### src/rtl/cmd_arbiter.sv
// Command arbiter: latches button/clap event pulses as pending requests and offers
// one command at a time over valid/ready, then enforces an idle lockout.
module cmd_arbiter #(
  parameter int unsigned LOCKOUT_CYCLES = 1000000,
  parameter bit          CLAP_EN        = 1'b1
) (
  input  logic       clk_i,
  input  logic       rst_ni,
  input  logic       btnu_i,
  input  logic       btnl_i,
  input  logic       btnd_i,
  input  logic       btnr_i,
  input  logic       btnc_i,
  input  logic       clap_set_i,
  input  logic [1:0] clap_state_i,
  output logic       cmd_valid_o,
  input  logic       cmd_ready_i,
  output logic [2:0] cmd_o,
  output logic [1:0] cmd_arg_o,
  output logic       drop_o,
  input  logic       clr_drop_i
);

  localparam int NUM_SRC  = 6;
  localparam int CLAP_IDX = 5;
  localparam int CNT_W    = 24;
  localparam logic [CNT_W-1:0] LOCK_LOAD = CNT_W'(LOCKOUT_CYCLES - 1);

  typedef enum logic [1:0] {IDLE, OFFER, LOCK} state_t;

  state_t               state_q;
  logic [NUM_SRC-1:0]   pend_q;
  logic [NUM_SRC-1:0]   src_set;
  logic [NUM_SRC-1:0]   grant_clr;
  logic [NUM_SRC-1:0]   pend_kept;
  logic [1:0]           arg_q;
  logic [CNT_W-1:0]     cnt_q;
  logic                 rr_q;      // 1: clap group preferred on contention
  logic                 pick_clap;
  logic [2:0]           win_idx;
  logic                 drop_evt;
  logic                 arg_cap;

  // Source index + 1 is the command code: U L D R C CLAP
  assign src_set = {clap_set_i & CLAP_EN, btnc_i, btnr_i, btnd_i, btnl_i, btnu_i};

  always_comb begin
    pick_clap = pend_q[CLAP_IDX] & (~(|pend_q[4:0]) | rr_q);
    win_idx   = 3'd3;
    if (pick_clap)      win_idx = 3'd5;
    else if (pend_q[2]) win_idx = 3'd2;
    else if (pend_q[4]) win_idx = 3'd4;
    else if (pend_q[0]) win_idx = 3'd0;
    else if (pend_q[1]) win_idx = 3'd1;
    grant_clr = '0;
    if (state_q == IDLE && (|pend_q)) grant_clr = NUM_SRC'(1) << win_idx;
  end

  // A pulse landing on a bit being granted this cycle is a fresh event, not a loss
  assign pend_kept = pend_q & ~grant_clr;
  assign drop_evt  = |(src_set & pend_kept);
  assign arg_cap   = src_set[CLAP_IDX] & ~pend_kept[CLAP_IDX];

  always_ff @(posedge clk_i or negedge rst_ni) begin
    if (!rst_ni) begin
      state_q     <= IDLE;
      pend_q      <= '0;
      arg_q       <= '0;
      cnt_q       <= '0;
      rr_q        <= 1'b0;
      cmd_valid_o <= 1'b0;
      cmd_o       <= '0;
      cmd_arg_o   <= '0;
      drop_o      <= 1'b0;
    end else begin
      pend_q <= pend_kept | src_set;
      drop_o <= (drop_o & ~clr_drop_i) | drop_evt;
      if (arg_cap) arg_q <= clap_state_i;
      case (state_q)
        IDLE: begin
          if (|pend_q) begin
            cmd_valid_o <= 1'b1;
            cmd_o       <= 3'(win_idx + 3'd1);
            cmd_arg_o   <= pick_clap ? arg_q : 2'd0;
            rr_q        <= ~pick_clap;
            state_q     <= OFFER;
          end
        end
        OFFER: begin
          if (cmd_ready_i) begin
            cmd_valid_o <= 1'b0;
            cmd_o       <= '0;
            cmd_arg_o   <= '0;
            cnt_q       <= LOCK_LOAD;
            state_q     <= LOCK;
          end
        end
        LOCK: begin
          if (cnt_q == '0) state_q <= IDLE;
          else             cnt_q   <= cnt_q - 1'b1;
        end
        default: state_q <= IDLE;
      endcase
    end
  end

endmodule

### config.mk
export PLATFORM = sky130hd
export DESIGN_NAME = cmd_arbiter
export DESIGN_NICKNAME = d
export VERILOG_FILES = /design/src/rtl/cmd_arbiter.sv
export SDC_FILE = /design/constraint.sdc
export NUM_CORES = 1
export LEC_CHECK = 0
export ABC_AREA = 0
export CAP_MARGIN = 25
export CORE_MARGIN = 4
export CORE_UTILIZATION = 35
export CTS_CLUSTER_DIAMETER = 40
export CTS_CLUSTER_SIZE = 28
export DETAILED_ROUTE_END_ITERATION = 8
export GPL_TIMING_DRIVEN = 0
export REMOVE_ABC_BUFFERS = 1
export SYNTH_ARGS = -nofsm -noshare
export SYNTH_HDL_FRONTEND = slang
export SYNTH_SLANG_ARGS = --single-unit
### constraint.sdc
create_clock -name clk_i -period 5 [get_ports clk_i]
set_input_delay 0.5 -clock clk_i [delete_from_list [all_inputs] [get_ports clk_i]]
set_output_delay 0.5 -clock clk_i [all_outputs]
set_load 0.005 [all_outputs]
Word-level counts from Yosys, hierarchy flattened
Cells that the tools add are included.
Storage, ports and cells
  output and inout port bits: 7
  word-level logic and storage cells: 66
  input bits: 12
  flip-flop bits (word level): 42
Cells by class
  add/subtract/negate cells: 2
  bitwise gates (word level): 13
  muxes and demuxes: 23
  reductions and logical operators: 12
  shift operators: 1
  equal/unequal tests: 6
Operators with widths (number)
  $mux W24: 2
  $pmux W24 S2: 1
  $logic_not A24 Y1: 1
  $sub A24 B1 Y24 const B: 1
  $mux W2: 8
  $mux W3: 5
  $and A6 B6 Y6: 2
  $reduce_or A6 Y1: 2
  $reduce_and A3 Y1: 3
  $mux W6: 1
  $ne A2 B2 Y1 const B: 3
  $not A6 Y6: 1
  $or A6 B6 Y6: 1
  $pmux W2 S3: 1
  $pmux W3 S2: 1
  $shl A1 B3 Y6 const A: 1
  $reduce_or A5 Y1: 1
  $not A1 Y1: 4
  $pmux W2 S2: 1
  $reduce_bool A2 Y1: 2
  $add A3 B1 Y3 const B: 1
  $and A1 B1 Y1: 3
  $eq A2 B1 Y1 const B: 1
  $eq A2 B2 Y1 const B: 1
  7 further kinds: 9

Depth between registers and ports, before layout
Gate-level depths: netlist of the first run.
  depth after elaboration: 12
  depth in mapped cells: 10
  mapped depth without buffers: 10

Worst setup path before layout of the first run
OpenSTA, ideal clock, no wires.
  path type: reg-to-reg
  start point: register cnt_q[16]
  end point: register cnt_q[23]
  stages on the path, launching flop included: 6
  required time: 4.922 ns
  arrival: 2.249 ns
  period minus slack after synthesis: 2.327 ns
  path buffers: 0
  setup slack: 2.673 ns
  library setup time: 0.078 ns
  path through: dfrtp_1 or4_4 or4_1 or3_1 or4_1 a21oi_1
Between the ends
  longest elaborated chain between the ends: 3
  elaborated cells on any way between the ends: 6
  classes of those cells: add/sub (1); eq/ne (1); mux (2); reduce/logical (2)
RTL lines
  start: declaration: line 37  | logic [CNT_W-1:0] cnt_q;
  start signal: assignment: line 100  | else cnt_q <= cnt_q - 1'b1;
  $sub A24 B1 Y24 or $logic_not A24 Y1 (tied branches): line 100, 99
  $mux W24 or $ne A2 B2 Y1 (tied branches)
  $pmux W24 S2 or $reduce_and A3 Y1 (tied branches)
Parallel ways exist; a longest one is shown, timed or not. The select of a mux whose other input is x is not followed.
A chain may end at the register's enable or synchronous reset.

Worst setup path in the final report of the first run
  start point: register cnt_q[4]
  end point: register cnt_q[17]
The elaborated chain is that of the path after synthesis.

==> impl_results.md, run 1 <==
* Outcome: completed
* Die Width at 86.76 um
* Fin Setup TNS at 0 ps
* Clk sink count at 42
* Routed Antenna Nets at 0
* DIE HEIGHT at 86.76 um
* H-tree depth at 2
* # resized after CTS at 0
* Clock transition at the registers of the reported paths at roughly 80 ps
* Rows at 28
* Vias in the first global route at between 1500 and 2000
* DR WL/cell at 15.03 um
* Die area at 0.007526 mm2
* Final WL at 4.793 mm
* CTS tree: yes
* Final Setup Violations at 0
* PwrDens at approximately 400 mW/mm2
* Clk root buf: clkbuf_8
* Grt ovf at 0
* N_diodes at 0
* Worst skew pair latency at 290 ps
* Max Cap Viol at 0
* Mapped Cells at 225
* Count of cell types in the netlist at 47
* Share of layout cells above drive strength 1 at 7.377%
* Core area at 0.005956 mm2
* Placed wire-length estimate at about 3.4 mm
* First-pass GRT wire length at 8.245 mm
* I/O pin total at 19
* # port buffers at 18
* Post-synthesis cell area at about 0.0022 mm2
* Util after Layout at 42.14%
* Post-route DRC at 0
* PnR Total Power at 0.001000 W
* Fillers at 604
* Post-CTS Setup Inserts at 0
* CP max FO at 11
* CP arrival at ~3400 ps
* Vias per cell at about 5.6
* First-pass DRT Iterations at 4
* P&R area growth vs syn at 15.62%
* Worst Hold Class: primary input to asynchronous set/reset pin
* CP Capture Type: flip-flop
* Largest net degree at the start of global routing at 25
* DR iter-0 viols at approximately 150
* Max_slew headroom at about a third
* Worst setup path class: flip-flop to flip-flop
* Post-synth ARST share at 100.0%
* Unrepaired setup endpoints after global routing: false
* Most common cell after layout, fill and taps aside: dfrtp_1
* Startpoint types: flip-flop
* Most frequent cells in the layout: 42 x dfrtp_1, 20 x nand2_1, 19 x nor2_1, 17 x clkdlybuf4s50_1, 14 x a21oi_1
* YS warnings at 0
* Clk buf depth at 2
* Final net count at 262
* Fin crit share at ~64%
* Fin. Hold Viols at 0
* Flops & latches, synth at 42
* Ys flop type: dfrtp_1
* Initial antenna violation count at 0
* Clock period minus worst slack at 3205 ps
* Leakage at roughly 0.98 nW
* Part of the Yosys area used for sequential elements at 48.41%
* Worst-margin pin slew at 1007 ps
* Pins Over Slew Limit at 0
* Total number of vias at 1779
* Gp weighted congestion at 0.7834
* Place WS at 1887 ps
* Initial Util at 36.45%
* Skew final at 5.341 ps
* Post-synth EDFFs at 0
* Gr usage total at between 10 and 15%
* CP required at 5170 ps
* Maximum VDD drop at 0.2371 mV
* Fin worst setup slack at between 1500 and 2000 ps
* Post-synthesis area per instance at 9.648 um2
* Num CTS Buffers at 5
* Max Clk Rate at 312.0 MHz
* # hold bufs at CTS at 0
==> path summary, 6_finish.rpt <==
path / startpoint / to / slack, ps / depth (start not counted)
worst max-delay path: cnt_q[4]$_DFFE_PN0P_ / cnt_q[17]$_DFFE_PN0P_ / 1790 / 5
worst min-delay path: rst_ni / cnt_q[8]$_DFFE_PN0P_ / 150 / 1
worst max register to register: cnt_q[4]$_DFFE_PN0P_ / cnt_q[17]$_DFFE_PN0P_ / 1790 / 5
worst min register to register: cmd_valid_o$_DFFE_PN0P_ / cmd_valid_o$_DFFE_PN0P_ / 480 / 2
max in group asynchronous: rst_ni / cnt_q[23]$_DFFE_PN0P_ / 4360 / 2
min in group clk_i: cmd_valid_o$_DFFE_PN0P_ / cmd_valid_o$_DFFE_PN0P_ / 480 / 2
==> registers in the layout (all words and copies together) (netlist names) <==
signal / cells
cnt_q: 24
pend_q: 6
cmd_o: 3
arg_q: 2
cmd_arg_o: 2
state_q: 2
cmd_valid_o: 1
drop_o: 1
rr_q: 1
==> power by group <==
part / leakage [nW] / internal (W) / switching [W] / total [W]
Sequential: 0.474 / 0.000400 / 0.0000561 / 0.000456
Clock: 0.0383 / 0.0000962 / 0.000111 / 0.000207
Combinational: 0.466 / 0.000139 / 0.000198 / 0.000337
==> final cells by class <==
| class | instances | area [um2] | area share (%) |
|---|---|---|---|
| inverters | 8 | 30.03 | 1.196 |
| multi-input cells | 168 | 1064 | 42.37 |
| clock buffers | 7 | 76.32 | 3.041 |
| well taps | 75 | 93.84 | 3.739 |
| flip-flops and latches | 42 | 1051 | 41.87 |
| repair buffers | 19 | 195.2 | 7.777 |
==> critical path, cell delays in order (launching register included) <==
cell	delay, ps
dfrtp_1	410
nor4_1	870
nand4_1	610
or4_1	590
o21ai_0	140
or3b_2	460
==> cell usage after synthesis (2+ instances only) <==
master    number  area share (%)
a211oi_1       3             1.0
a21boi_0       2            0.69
a21o_1         4             1.4
a21oi_1       14             3.2
a31o_2         3             1.2
a31oi_1        2            0.58
a32o_1         2            0.92
and3_1         2            0.58
and3b_1        2            0.81
and4_1         2            0.81
clkbuf_1       6             1.0
dfrtp_1       42              48
ha_1           6             3.5
inv_1          8             1.4
mux2_2         2             1.0
mux2i_1        2            0.92
nand2_1       20             3.5
nand3_1        9             2.1
nand3b_1       2            0.69
nand4_1        5             1.4
nor2_1        19             3.3
nor2b_1        4             1.2
nor3_1         9             2.1
nor4_1         7             2.0
o211ai_1       3             1.0
o21ai_0        7             1.6
o31ai_1        4             1.4
or2_2          3            0.86
or3_1          3            0.86
or4_1          6             2.1
xnor2_1        6             2.4
==> metal layers <==
layer,vias to the layer above,part of all wire (%),wire length (um),GRT usage (%)
li1,874,-,-,-
met1,862,48,2281,17.71
met2,40,48,2287,23.23
met3,3,4.5,214,4.278
met4,0,0.19,9,2.550
met5,-,0,0,0
==> logic make-up (layout without fill, tap and decap cells) <==
| logic type | count (synthesis) | in the layout | synth area share [%] |
|---|---|---|---|
| AND/OR/NAND/NOR | 99 | 99 | 24.67 |
| AO/OA/AOI/OAI | 52 | 52 | 16.08 |
| flip-flops | 42 | 42 | 48.42 |
| buffers and inverters | 15 | 34 | 2.593 |
| XOR/XNOR | 7 | 7 | 2.824 |
| adder cells (fa/ha/maj) | 6 | 6 | 3.458 |
| multiplexers | 4 | 4 | 1.960 |
==> through the flow <==
step | hold WS (ps) | cell area [um2] | std cells
final | 147.7 | 2510 | 319
after detailed placement | 463.7 | 2434 | 312
after CTS | 160.9 | 2510 | 319
after global routing | 178.2 | 2510 | 319
after floorplan | 204.4 | 2145 | 218
after global placement | 460.3 | 2419 | 311
Power figures use the tool's default switching activity.
==> run 2: changes to the inputs <==
Clock period 5 ns to 3.25 ns, I/O delays scaled along.
==> impl_results.md, run 2 (same netlist as run 1, synthesis figures left out) <==
* Initial antenna violation count at 0 (unchanged)
* Final WL at 4.842 mm (+1.0%)
* Leakage at 0.9831 nW (+0.43%)
* Sequential cell area at 0.001051 mm2 (unchanged)
* Share of layout cells above drive strength 1 at 7.755% (+0.38 points)
* Maximum VDD drop at 0.3606 mV (+52%)
* # port buffers at 18 (unchanged)
* CP required at 3420 ps (-1750 ps)
* DR iter-0 viols at 133 (-11%)
* Fin crit share at 88.66% (+25 points)
* Initial Util at 36.45% (unchanged)
* Clk buf depth at 2 (unchanged)
* Worst setup path startpoint: cnt_q[4]$_DFFE_PN0P_
* FF-to-FF End: cnt_q[17]$_DFFE_PN0P_
* Met1 Use GR at 17.77% (+0.060 points)
* Placed wire-length estimate at 3.414 mm (unchanged)
* Clock Power Share at 20.7% (about the same)
* Gr usage total at 13.83% (unchanged)
* DIE HEIGHT at 86.76 um (unchanged)
* Gp weighted congestion at 0.7834 (unchanged)
* P&R area growth vs syn at 16.37%
* Outcome: completed
* PwrDens at 609.9 mW/mm2 (+53%)
* Worst setup path class: flip-flop to flip-flop
* Worst-margin pin slew at 855.9 ps (-150.9 ps)
* Post-CTS Setup Inserts at 0 (unchanged)
* Worst setup path endpoint: cnt_q[17]$_DFFE_PN0P_
* Part of the power in registers at 45.6% (about the same)
* Final Setup Violations at 0 (unchanged)
* Die Width at 86.76 um (unchanged)
* Reg2Reg Setup Slack at 370 ps (-1430 ps)
* Switching component of the power at 0.0005634 W (+54%)
* CP arrival at 3050 ps (-320 ps)
* Largest net degree at the start of global routing at 25 (unchanged)
* Combinational Power Share at 33.7% (about the same)
* Most common cell after layout, fill and taps aside: dfrtp_1
* N_diodes at 0 (unchanged)
* Most frequent cells in the layout: 42 x dfrtp_1, 20 x nand2_1, 19 x nor2_1, 17 x clkdlybuf4s50_1, 14 x a21oi_1
* Unrepaired setup endpoints after global routing: false
* Max_slew headroom at 42.76% (+11 points)
* Routed Antenna Nets at 0 (unchanged)
* Util after Layout at 42.42% (+0.27 points)
* Rows at 28 (unchanged)
* Crit Reg-Reg Startpoint: cnt_q[4]$_DFFE_PN0P_
* I/O pin total at 19 (unchanged)
* Fin Setup TNS at 0 ps (unchanged)
* Clk sink count at 42 (unchanged)
* Worst skew pair latency at 290 ps (about the same)
* Vias per cell at 5.597 (+0.36%)
* Fin. Hold Viols at 0 (unchanged)
* Clock transition at the registers of the reported paths at 80 ps (about the same)
* CP Capture Type: flip-flop
* Vias in the first global route at 1686 (unchanged)
* Internal Power at 0.0009772 W (+54%)
* Skew final at 4.872 ps (-0.4695 ps)
* Final net count at 263 (+0.38%)
* DR WL/cell at 15.13 um (+0.71%)
* Max Clk Rate at 347.1 MHz (+11%)
* Core area at 0.005956 mm2 (unchanged)
* Grt ovf at 0 (unchanged)
* Top Registers: cnt_q x24, pend_q x6, cmd_o x3
* Pins Over Slew Limit at 0 (unchanged)
* H-tree depth at 2 (unchanged)
* Worst Hold Class: flip-flop to flip-flop
* Worst hold margin at 477.6 ps (+329.9 ps)
* Clk root buf: clkbuf_8
* Startpoint types: flip-flop
* Biggest register: cnt_q
* Multi-input gate area in the final layout at 0.001070 mm2 (+0.59%)
* Total number of vias at 1791 (+0.67%)
* Max Cap Viol at 0 (unchanged)
* Die area at 0.007526 mm2 (unchanged)
* Largest register FFs at 24 (unchanged)
* Fillers at 603 (-0.17%)
* Clock period minus worst slack at 2881 ps (-324.1 ps)
* CP max FO at 11 (unchanged)
* Sw Share at 36.57% (+0.055 points)
* First-pass DRT Iterations at 4 (unchanged)
* Met2 usage at 23.23% (unchanged)
* Grt peak-use layer: met2
* Worst reg2reg path depth at 5 (unchanged)
* First-pass GRT wire length at 8.245 mm (unchanged)
* GRT met3 Usage at 4.183% (-0.095 points)
* CTS tree: yes
* Num CTS Buffers at 5 (unchanged)
* Post-route DRC at 0 (unchanged)
[run 2: cell count changes in the layout (fill, tap and decap cells not counted)]
cell	change
dlygate4sd3_1	+1
nor4_1	-1
nor4_2	+1
[run 2: through the flow]
stage	worst slack (ps)	instances	cell area, um2	power [W]
after detailed placement	136.7	312	2434	0.001232
after CTS	115.2	320	2520	0.001559
final	368.7	320	2526	0.001541
after global placement	279.3	311	2419	0.001221
after global routing	183.2	320	2526	0.001667
after floorplan	694.2	218	2145	0.001017
[run 2: critical path, stage by stage, from the launching register on]
cell     delay (ps)
dfrtp_1         420
nor4_2          610
nand4_1         540
or4_1           580
o21ai_0         140
or3b_2          460
[run 2: worst min path at each step]
| stage | from | end | slack, ps | depth (start not counted) |
|---|---|---|---|---|
| after floorplan | rst_ni | arg_q[0]$_DFFE_PN0P_ | 30 | 0 |
| after global placement | cmd_valid_o$_DFFE_PN0P_ | cmd_valid_o$_DFFE_PN0P_ | 460 | 2 |
| after detailed placement | rst_ni | cnt_q[8]$_DFFE_PN0P_ | 300 | 1 |
| after CTS | cmd_valid_o$_DFFE_PN0P_ | cmd_valid_o$_DFFE_PN0P_ | 480 | 2 |
| after global routing | cmd_valid_o$_DFFE_PN0P_ | cmd_valid_o$_DFFE_PN0P_ | 510 | 2 |
| final | cmd_valid_o$_DFFE_PN0P_ | cmd_valid_o$_DFFE_PN0P_ | 480 | 2 |
[run 2: cell type report]
class / instances / share of cell area [%]
multi-input combinational: 168 / 42.35
clock buffer: 7 / 3.021
tap: 75 / 3.715
inverter: 8 / 1.189
timing repair buffer: 20 / 8.123
sequential: 42 / 41.60
[run 2: what timing repair did]
item | CTS | global route
endpoints found under the hold margin | 18 | 0
resized for setup | 0 | 1
hold buffers | 1 | 0
endpoints found under the setup margin | 0 | 1
[run 2: metal layers]
metal | wire [um] | up-vias
met4 | 12 | 0
li1 | - | 877
met5 | 0 | -
met1 | 2293 | 874
met3 | 189 | 5
met2 | 2347 | 35
[run 2: power groups by stage]
stage	clock network (W)	logic [W]	registers (W)
detailed placement	0	0.000523	0.000708
global route	0.000354	0.000593	0.000720
floorplan	0	0.000325	0.000693
global placement	0	0.000517	0.000704
CTS	0.000330	0.000529	0.000700
finish	0.000319	0.000519	0.000702
